## src/rtl/id_src_decode.sv

```systemverilog
// id_src_decode: decodes the IF/ID instruction into the ID/EX register.
// It also inserts load-use bubbles and handles EX stall, branch flush and halt.
module id_src_decode #(
   parameter int         BUB_CNT_W = 16,
   parameter logic [3:0] ZERO_REG  = 4'd0
) (
   input  logic                 clk,
   input  logic                 rst_n,
   input  logic [15:0]          id_instr,
   input  logic                 id_valid,
   input  logic                 ex_stall,
   input  logic                 flush,
   output logic                 id_stall,
   output logic                 ex_valid,
   output logic                 ex_src1sel,
   output logic [7:0]           ex_imm,
   output logic [3:0]           ex_rs_addr,
   output logic [3:0]           ex_rt_addr,
   output logic [3:0]           ex_rd_addr,
   output logic                 ex_we,
   output logic                 ex_mem_rd,
   output logic                 ex_mem_wr,
   output logic [2:0]           ex_alu_op,
   output logic                 ex_illegal,
   output logic                 halted,
   output logic [BUB_CNT_W-1:0] bubble_cnt
);
   typedef struct packed {
      logic       valid;
      logic       src1sel;
      logic [7:0] imm;
      logic [3:0] rs;
      logic [3:0] rt;
      logic [3:0] rd;
      logic       we;
      logic       mem_rd;
      logic       mem_wr;
      logic [2:0] alu_op;
      logic       illegal;
   } idex_t;
   typedef enum logic {RUN, HALTED} state_t;
   state_t               state, state_nxt;
   idex_t                q, dec, nxt;
   logic                 use_rs, use_rt, hazard;
   logic [BUB_CNT_W-1:0] cnt_nxt;
   logic [3:0]           op;
   logic [7:0]           off;
   assign op  = id_instr[15:12];
   assign off = {{4{id_instr[3]}}, id_instr[3:0]};
   always_comb begin
      dec       = '0;
      dec.valid = 1'b1;
      use_rs    = 1'b0;
      use_rt    = 1'b0;
      case (op)
         4'h0, 4'h1, 4'h2, 4'h3: begin
            dec.alu_op = op[2:0];
            dec.we     = 1'b1;
            dec.rd     = id_instr[11:8];
            dec.rs     = id_instr[7:4];
            dec.rt     = id_instr[3:0];
            use_rs     = 1'b1;
            use_rt     = 1'b1;
         end
         4'h4: begin
            dec.src1sel = 1'b1;
            dec.imm     = id_instr[7:0];
            dec.we      = 1'b1;
            dec.rd      = id_instr[11:8];
            dec.rs      = id_instr[11:8];
            use_rs      = 1'b1;
         end
         4'h5: begin
            dec.src1sel = 1'b1;
            dec.imm     = id_instr[7:0];
            dec.we      = 1'b1;
            dec.rd      = id_instr[11:8];
            dec.alu_op  = 3'b101;
         end
         4'h8: begin
            dec.src1sel = 1'b1;
            dec.imm     = off;
            dec.we      = 1'b1;
            dec.mem_rd  = 1'b1;
            dec.rd      = id_instr[11:8];
            dec.rs      = id_instr[7:4];
            use_rs      = 1'b1;
         end
         4'h9: begin
            dec.src1sel = 1'b1;
            dec.imm     = off;
            dec.mem_wr  = 1'b1;
            dec.rs      = id_instr[7:4];
            dec.rt      = id_instr[11:8];
            use_rs      = 1'b1;
            use_rt      = 1'b1;
         end
         4'hF: begin
         end
         default: dec.illegal = 1'b1;
      endcase
   end
   // Only a load still sitting in EX can be too late for the instruction in ID
   assign hazard = q.valid & q.mem_rd & (q.rd != ZERO_REG) & id_valid &
                   ((use_rs & (dec.rs == q.rd)) | (use_rt & (dec.rt == q.rd)));
   always_comb begin
      nxt       = q;
      state_nxt = state;
      cnt_nxt   = bubble_cnt;
      id_stall  = 1'b0;
      if (state == HALTED) begin
         id_stall = 1'b1;
      end else if (flush) begin
         nxt = '0;
      end else if (ex_stall) begin
         id_stall = 1'b1;
      end else if (hazard) begin
         nxt      = '0;
         id_stall = 1'b1;
         cnt_nxt  = &bubble_cnt ? bubble_cnt : bubble_cnt + 1'b1;
      end else begin
         nxt = id_valid ? dec : '0;
         if (id_valid && op == 4'hF) state_nxt = HALTED;
      end
   end
   always_ff @(posedge clk or negedge rst_n) begin
      if (!rst_n) begin
         state      <= RUN;
         q          <= '0;
         bubble_cnt <= '0;
      end else begin
         state      <= state_nxt;
         q          <= nxt;
         bubble_cnt <= cnt_nxt;
      end
   end
   assign halted     = (state == HALTED);
   assign ex_valid   = q.valid;
   assign ex_src1sel = q.src1sel;
   assign ex_imm     = q.imm;
   assign ex_rs_addr = q.rs;
   assign ex_rt_addr = q.rt;
   assign ex_rd_addr = q.rd;
   assign ex_we      = q.we;
   assign ex_mem_rd  = q.mem_rd;
   assign ex_mem_wr  = q.mem_wr;
   assign ex_alu_op  = q.alu_op;
   assign ex_illegal = q.illegal;
endmodule

```

## config.mk

```make
export PLATFORM = sky130hd
export DESIGN_NAME = id_src_decode
export DESIGN_NICKNAME = d
export VERILOG_FILES = /design/src/rtl/id_src_decode.sv
export SDC_FILE = /design/constraint.sdc
export NUM_CORES = 1
export LEC_CHECK = 0
export CAP_MARGIN = 10
export CORE_MARGIN = 3
export CORE_UTILIZATION = 32
export CTS_CLUSTER_SIZE = 28
export DETAILED_ROUTE_END_ITERATION = 7
export PLACE_DENSITY = 0.62
export SLEW_MARGIN = 15
export SYNTH_ARGS = -nofsm -noshare
export SYNTH_HDL_FRONTEND = slang
export SYNTH_SLANG_ARGS = --single-unit
```

## constraint.sdc

```tcl
create_clock -name clk -period 2.7 [get_ports clk]
set_input_delay 0.27 -clock clk [delete_from_list [all_inputs] [get_ports clk]]
set_output_delay 0.27 -clock clk [all_outputs]
set_load 0.02 [all_outputs]
```

# == Word level (Yosys, flattened, before mapping) ==
# Index checks and enable logic that the tools add are counted.
# totals
reg_bits,46
latchBits,0
mem_bits_rw,0
mem_bits_ro,0
inputBits,21
output_inout_bits,47
wordCells,73
n_memories,0
# op_classes
n_addsub,1
n_mul,0
div_mod_pow,0
order_cmp,0
n_eq_ne,11
shifts,0
n_mux,23
bitwise_logic,11
reduce_logical,14
# ops
cell,n
29-bit two-way mux,4
9-bit one-hot mux with 2 select lines,1
"16-bit by 1-bit adder with 16-bit output, second input constant",1
4-bit one-hot mux with 2 select lines,2
16-bit AND reduction,1
1-bit two-way mux,14
7-bit OR reduction,2
"4-bit equality test, second input constant",3
9-bit OR reduction,1
"4-bit by 2-bit equality test with 1-bit output, second input constant",2
"4-bit by 3-bit equality test with 1-bit output, second input constant",2
4-bit equality test,2
1-bit AND,6
3-bit one-hot mux with 2 select lines,1
6-bit OR reduction,1
5-bit two-way mux,1
5-bit AND reduction,1
5-bit OR reduction,1
"4-bit by 1-bit equality test with 1-bit output, second input constant",1
4-bit zero test,1
1-bit inverter,4
4-bit nonzero test,1
2-bit OR reduction,2
4-bit OR reduction,1
4 further kinds,4

# == Longest topological paths before layout ==
# depth
word_depth,11
depth_mapped,10
depth_no_buf,7

# == Worst setup path before layout ==
# No wires, ideal clock.
# synth_timing
path_type,input -> register
startpoint,input port id_instr[12]
endpoint,register bubble_cnt[1]
setup_ps,125
t_arrival_ps,2231
required_time_ps,2575
path_slack_ps,344
path_stages,8
path_buffers,2
cell_sequence,buf_4 or3b_1 a2111oi_2 o221ai_2 a2111oi_4 o21ai_4 buf_6 mux2_4
# synth_between
elab_chain_cells,8
word_cells_on_any_way,22
classes_between,eq/ne: 8; mux: 4; bitwise: 4; reduce/logical: 6
# synth_lines
item,line_no,source
from (decl),9,"input logic [15:0] id_instr,"
4-bit equality test (tied with other cells),55,case (op)
6-bit OR reduction (no source line) / 4-bit OR reduction (equally long branches),--,
4-bit one-hot mux with 2 select lines,55,
4-bit equality test,105,((use_rs & (dec.rs == q.rd)) | (use_rt & (dec.rt == q.rd)));
1-bit AND,105,
1-bit OR *,105,
1-bit AND *,104,assign hazard = q.valid & q.mem_rd & (q.rd != ZERO_REG) & id_valid &
5-bit AND reduction (no source line) *,--,
to (signal assigned),134,bubble_cnt <= cnt_nxt;
to (decl),26,output logic [BUB_CNT_W-1:0] bubble_cnt
# Mark *: on every way between the ends. The rest lies on a longest branch, timed or not.
# A chain may end at the register's enable or synchronous reset.

# == Worst setup path after layout ==
# layout_timing
startpoint,input port id_instr[5]
endpoint,register q (netlist bit ex_imm[2])
# layout_between
elab_chain_cells,8
# layout_lines
item,line_no,source
4-bit one-hot mux with 2 select lines,55,
4-bit equality test,105,
1-bit AND,105,
1-bit OR,105,
1-bit AND,104,
29-bit two-way mux,117,end else if (hazard) begin
29-bit two-way mux,115,end else if (ex_stall) begin
29-bit two-way mux,113,end else if (flush) begin
to (signal assigned),133,q <= nxt;
to (decl),43,"idex_t q, dec, nxt;"
# No other way between the ends. The select of a mux whose other input is x is not followed.

==> tab_implementation.tex <==
\begin{tabular}{lr}
\hline
Metric & Value \\
\hline
\multicolumn{2}{l}{\textbf{Run status}} \\
\quad Result of the run & finished, violations left \\
\quad Violations in the final reports & hold timing \\
\multicolumn{2}{l}{\textbf{Logic synthesis}} \\
\quad Leading post-synthesis cells by cell area & sky130\_fd\_sc\_hd\_\_dfrtp\_1 (45\%), sky130\_fd\_sc\_hd\_\_nand2\_1 (4.1\%), sky130\_fd\_sc\_hd\_\_xor2\_1 (4.1\%) \\
\quad Yosys Warn Count & 0 \\
\quad Cell taking the most area after synthesis & sky130\_fd\_sc\_hd\_\_dfrtp\_1 \\
\quad Compound-gate portion of the synthesized area & 20.96\% \\
\quad Xor and xnor area share after synthesis & 6.213\% \\
\quad Library cells used by synthesis & 55 \\
\quad Share of flip-flops with an asynchronous set or reset & 100.0\% \\
\quad Fraction of post-synthesis cell area in the top cell type by area & 45.36\% \\
\quad Seq cells post-synth & 46 \\
\quad Post-synthesis share of cell area spent on and, or, nand and nor gates & 20.91\% \\
\quad Main flop type after synthesis & sky130\_fd\_sc\_hd\_\_dfrtp\_1 \\
\quad Share of the yosys chip area belonging to registers & 45.36\% \\
\quad Net Count, Synth & 277 \\
\quad Count of flip-flops with a built-in enable after synthesis & 0 \\
\quad Synth Instances & 255 \\
\quad Adder and majority gate portion of the synthesized area & 0.4931\% \\
\quad Post-synthesis instance area & 2537 µm² \\
\quad Combinational family with the most area after synthesis & compound AO/OA/AOI/OAI gates \\
\quad Avg Cell Area, Syn & 9.951 µm² \\
\quad Proportion of synthesized area in mux cells & 0.5917\% \\
\multicolumn{2}{l}{\textbf{Detailed routing}} \\
\quad Number of iterations in the first detailed-routing pass & 4 \\
\quad Vias per cell & 5.057 \\
\quad DRC violation total after the first TritonRoute iteration & 81 \\
\quad Count of nets left with antenna violations after detail routing & 0 \\
\quad Average wire length per cell after detail routing & 15.37 µm \\
\quad Total DRC errors in the routed layout & 0 \\
\quad Routed via count & 2321 \\
\quad Post-Route WL & 7054 µm \\
\multicolumn{2}{l}{\textbf{Power and ir drop}} \\
\quad Combinational power share & 14.7\% \\
\quad Net switching power of the design & 0.3237 mW \\
\quad Power density over the cells & 348.7 nW/µm² \\
\quad Clock share of power & 31.1\% \\
\quad Leak Pwr & 1.616 nW \\
\quad Power Internal & 0.9641 mW \\
\quad Worst supply voltage drop on vdd & 0.1767 mV \\
\quad Proportion of power drawn by flip-flops and latches & 54.2\% \\
\quad Switch share & 25.14\% \\
\multicolumn{2}{l}{\textbf{Min path}} \\
\quad Type of the tightest min-delay check & input port to asynchronous set/reset pin \\
\multicolumn{2}{l}{\textbf{Cells and area}} \\
\quad Final standard cell area without fillers & 3694 µm² \\
\quad Final core utilization & 49.34\% \\
\quad Count of inserted antenna diode cells & 0 \\
\quad Nets & 382 \\
\quad Finished Layout Cells & 459 \\
\quad Area added between synthesis and finish & 45.56\% \\
\quad Fraction of final layout cells sized beyond drive strength 1 & 20.83\% \\
\multicolumn{2}{l}{\textbf{Setup path}} \\
\quad Data arrival time at the worst-slack endpoint & 2750 ps \\
\quad Critical path data required time & 2880 ps \\
\quad Largest fanout on the critical path & 8 \\
\quad Sort of element at the end of the critical path & flip-flop \\
\quad Category of the critical setup timing path & input port to flip-flop \\
\quad Startpoint class of the critical path & input port \\
\multicolumn{2}{l}{\textbf{Clock tree}} \\
\quad Clock input transition at the sequential cells of the worst setup and hold paths & 80 ps \\
\quad TritonCTS Sinks & 46 \\
\quad Clock latency on the worst-skew pair & 290 ps \\
\quad TritonCTS clock tree & yes \\
\quad Clock root buffer & sky130\_fd\_sc\_hd\_\_clkbuf\_8 \\
\quad Number of CTS-inserted buffers & 5 \\
\quad Deepest clock path buffer count & 2 \\
\quad Depth of the CTS H-tree & 2 \\
\multicolumn{2}{l}{\textbf{Timing}} \\
\quad Share of the clock period used by the worst path & 94.99\% \\
\quad Unrepaired setup endpoints after global routing & false \\
\quad Achievable Freq & 0.3899 GHz \\
\quad Final setup viols & 0 \\
\quad Transition time at the pin with the least slew margin & 595.2 ps \\
\quad Fin. Hold Viols & 46 \\
\quad Final hold slack & -24.88 ps \\
\quad Sum Neg Setup Slack & 0 ps \\
\quad Clock skew & 7.914 ps \\
\quad Tightest slew margin relative to the limit & 60.32\% \\
\quad Count of final max-slew check failures & 0 \\
\quad Final worst slack & 135.3 ps \\
\quad Post-layout minimum cycle time & 2565 ps \\
\multicolumn{2}{l}{\textbf{Floorplan}} \\
\quad Placement row count & 31 \\
\quad Area of the die & 9034 µm² \\
\quad Starting density of the core & 33.90\% \\
\quad Width of the chip & 95.05 µm \\
\quad Top Ports & 68 \\
\quad Core area & 7486 µm² \\
\quad Die H & 95.05 µm \\
\multicolumn{2}{l}{\textbf{Global route}} \\
\quad Grt ovf & 0 \\
\quad Number of antenna violations at the first check in global routing & 0 \\
\quad Via count of the first global-routing pass & 2173 \\
\quad First-pass GRT wire length & 11230 µm \\
\quad Total GRT Usage & 15.94\% \\
\quad Largest net degree at the start of global routing & 47 \\
\multicolumn{2}{l}{\textbf{Placed design}} \\
\quad Area after DPL & 3565 µm² \\
\quad Number of buffers added on ports & 67 \\
\quad Post-Place Setup Slack & -500.9 ps \\
\quad Final weighted congestion in routability-driven placement & 0.8178 \\
\quad DP HPWL & 5375 µm \\
\quad Placed cells & 447 \\
\multicolumn{2}{l}{\textbf{Run}} \\
\quad Max-cap violations & 0 \\
\hline
\end{tabular}
[worst max-delay path, stage by stage]
cell	delay, ps
sky130_fd_sc_hd__clkdlybuf4s50_1	500
sky130_fd_sc_hd__or3b_2	450
sky130_fd_sc_hd__o211ai_1	150
sky130_fd_sc_hd__xor2_1	140
sky130_fd_sc_hd__a2111oi_4	380
sky130_fd_sc_hd__buf_4	210
sky130_fd_sc_hd__nor4b_4	50
sky130_fd_sc_hd__buf_4	170
sky130_fd_sc_hd__buf_4	170
sky130_fd_sc_hd__a32o_1	250
[routing by layer]
layer	vias up	routed length (µm)	track usage (%)
met2	50	3402	25.54
met3	2	271	2.605
met1	1136	3352	22.78
met5	-	0	0
met4	0	28	3.365
li1	1133	-	-
[path summary, 6_finish.rpt]
check                                      end  slack (ps)           from  cells past startpoint
worst min-delay path            bubble_cnt[10]         -20          rst_n                      1
max in group asynchronous        ex_rs_addr[1]        2320          rst_n                      1
min in group clk                  ex_alu_op[0]         480   ex_alu_op[0]                      2
worst max register to register   bubble_cnt[5]         320  ex_rd_addr[2]                      9
worst max-delay path                 ex_imm[2]         140    id_instr[5]                     10
worst min register to register    ex_alu_op[0]         480   ex_alu_op[0]                      2
[cell families (layout without fill, tap and decap cells)]
family | after synthesis | in the layout
adder cells (fa/ha/maj) | 1 | 1
multiplexers | 1 | 1
AO/OA/AOI/OAI | 65 | 65
flip-flops | 46 | 46
XOR/XNOR | 18 | 18
buffers and inverters | 31 | 136
AND/OR/NAND/NOR | 93 | 93
[metrics by stage]
step	hold WS [ps]	power, mW
after global placement	451.3	0.8988
after global routing	31.41	1.339
after detailed placement	471.0	0.9000
final	-24.88	1.288
after floorplan	-25.59	0.7854
after CTS	198.3	1.303
[power groups by stage]
stage,logic [mW],clock network (mW),registers (mW)
2_1_floorplan,0.0660,0,0.719
3_3_place_gp,0.187,0,0.712
3_5_place_dp,0.188,0,0.712
4_1_cts,0.191,0.414,0.698
5_1_grt,0.207,0.434,0.699
6_report,0.190,0.400,0.698
[state kept, by name (all words and copies together), names as in the netlist]
| signal | cells |
|---|---|
| bubble_cnt | 16 |
| ex_imm | 8 |
| ex_rd_addr | 4 |
| ex_rs_addr | 4 |
| ex_rt_addr | 4 |
| ex_alu_op | 3 |
| ex_illegal | 1 |
| ex_mem_rd | 1 |
| ex_mem_wr | 1 |
| ex_src1sel | 1 |
| ex_valid | 1 |
| ex_we | 1 |
| halted | 1 |
[cell usage after synthesis, drive strengths merged (3+ instances only)]
library cell and instances:
a21o 4, a21oi 5, a22o 7, a31oi 4
a32o 6, buf 8, clkbuf 6, dfrtp 46
inv 17, nand2 28, nand3 5, nand4 3
nor2 20, nor2b 4, nor3 5, nor4 6
o211ai 5, o21ai 17, or3b 7, xnor2 6
xor2 12
[placed cells by master (no fill, tap or decap), types with 6 or more instances in the layout]
master                            synthesis  layout
sky130_fd_sc_hd__xor2_1                  12      12
sky130_fd_sc_hd__dfrtp_1                 46      46
sky130_fd_sc_hd__xnor2_1                  6       6
sky130_fd_sc_hd__inv_1                   16      16
sky130_fd_sc_hd__nor2_1                  17      17
sky130_fd_sc_hd__o21ai_0                 16      15
sky130_fd_sc_hd__or3b_2                   6       6
sky130_fd_sc_hd__nand2_1                 28      28
sky130_fd_sc_hd__buf_4                    3      45
sky130_fd_sc_hd__a32o_1                   6       6
sky130_fd_sc_hd__a22o_1                   7       7
sky130_fd_sc_hd__clkdlybuf4s50_1          0      61
[final cells by class]
| type | instances | area (µm²) |
|---|---|---|
| inverters | 17 | 63.81 |
| multi-input cells | 178 | 1266 |
| clock buffers | 7 | 76.32 |
| repair buffers | 112 | 1012 |
| flip-flops and latches | 46 | 1151 |
| fillers | 704 | 3792 |
| well taps | 99 | 123.9 |
[repair_timing]
action	CTS	global route
endpoints found under the hold margin	0	0
endpoints found under the setup margin	6	13
gates resized for setup	8	3
hold buffers	0	0
gates cloned	0	0
buffers inserted	1	4
pin swaps	1	5
Power figures use the tool's default switching activity.
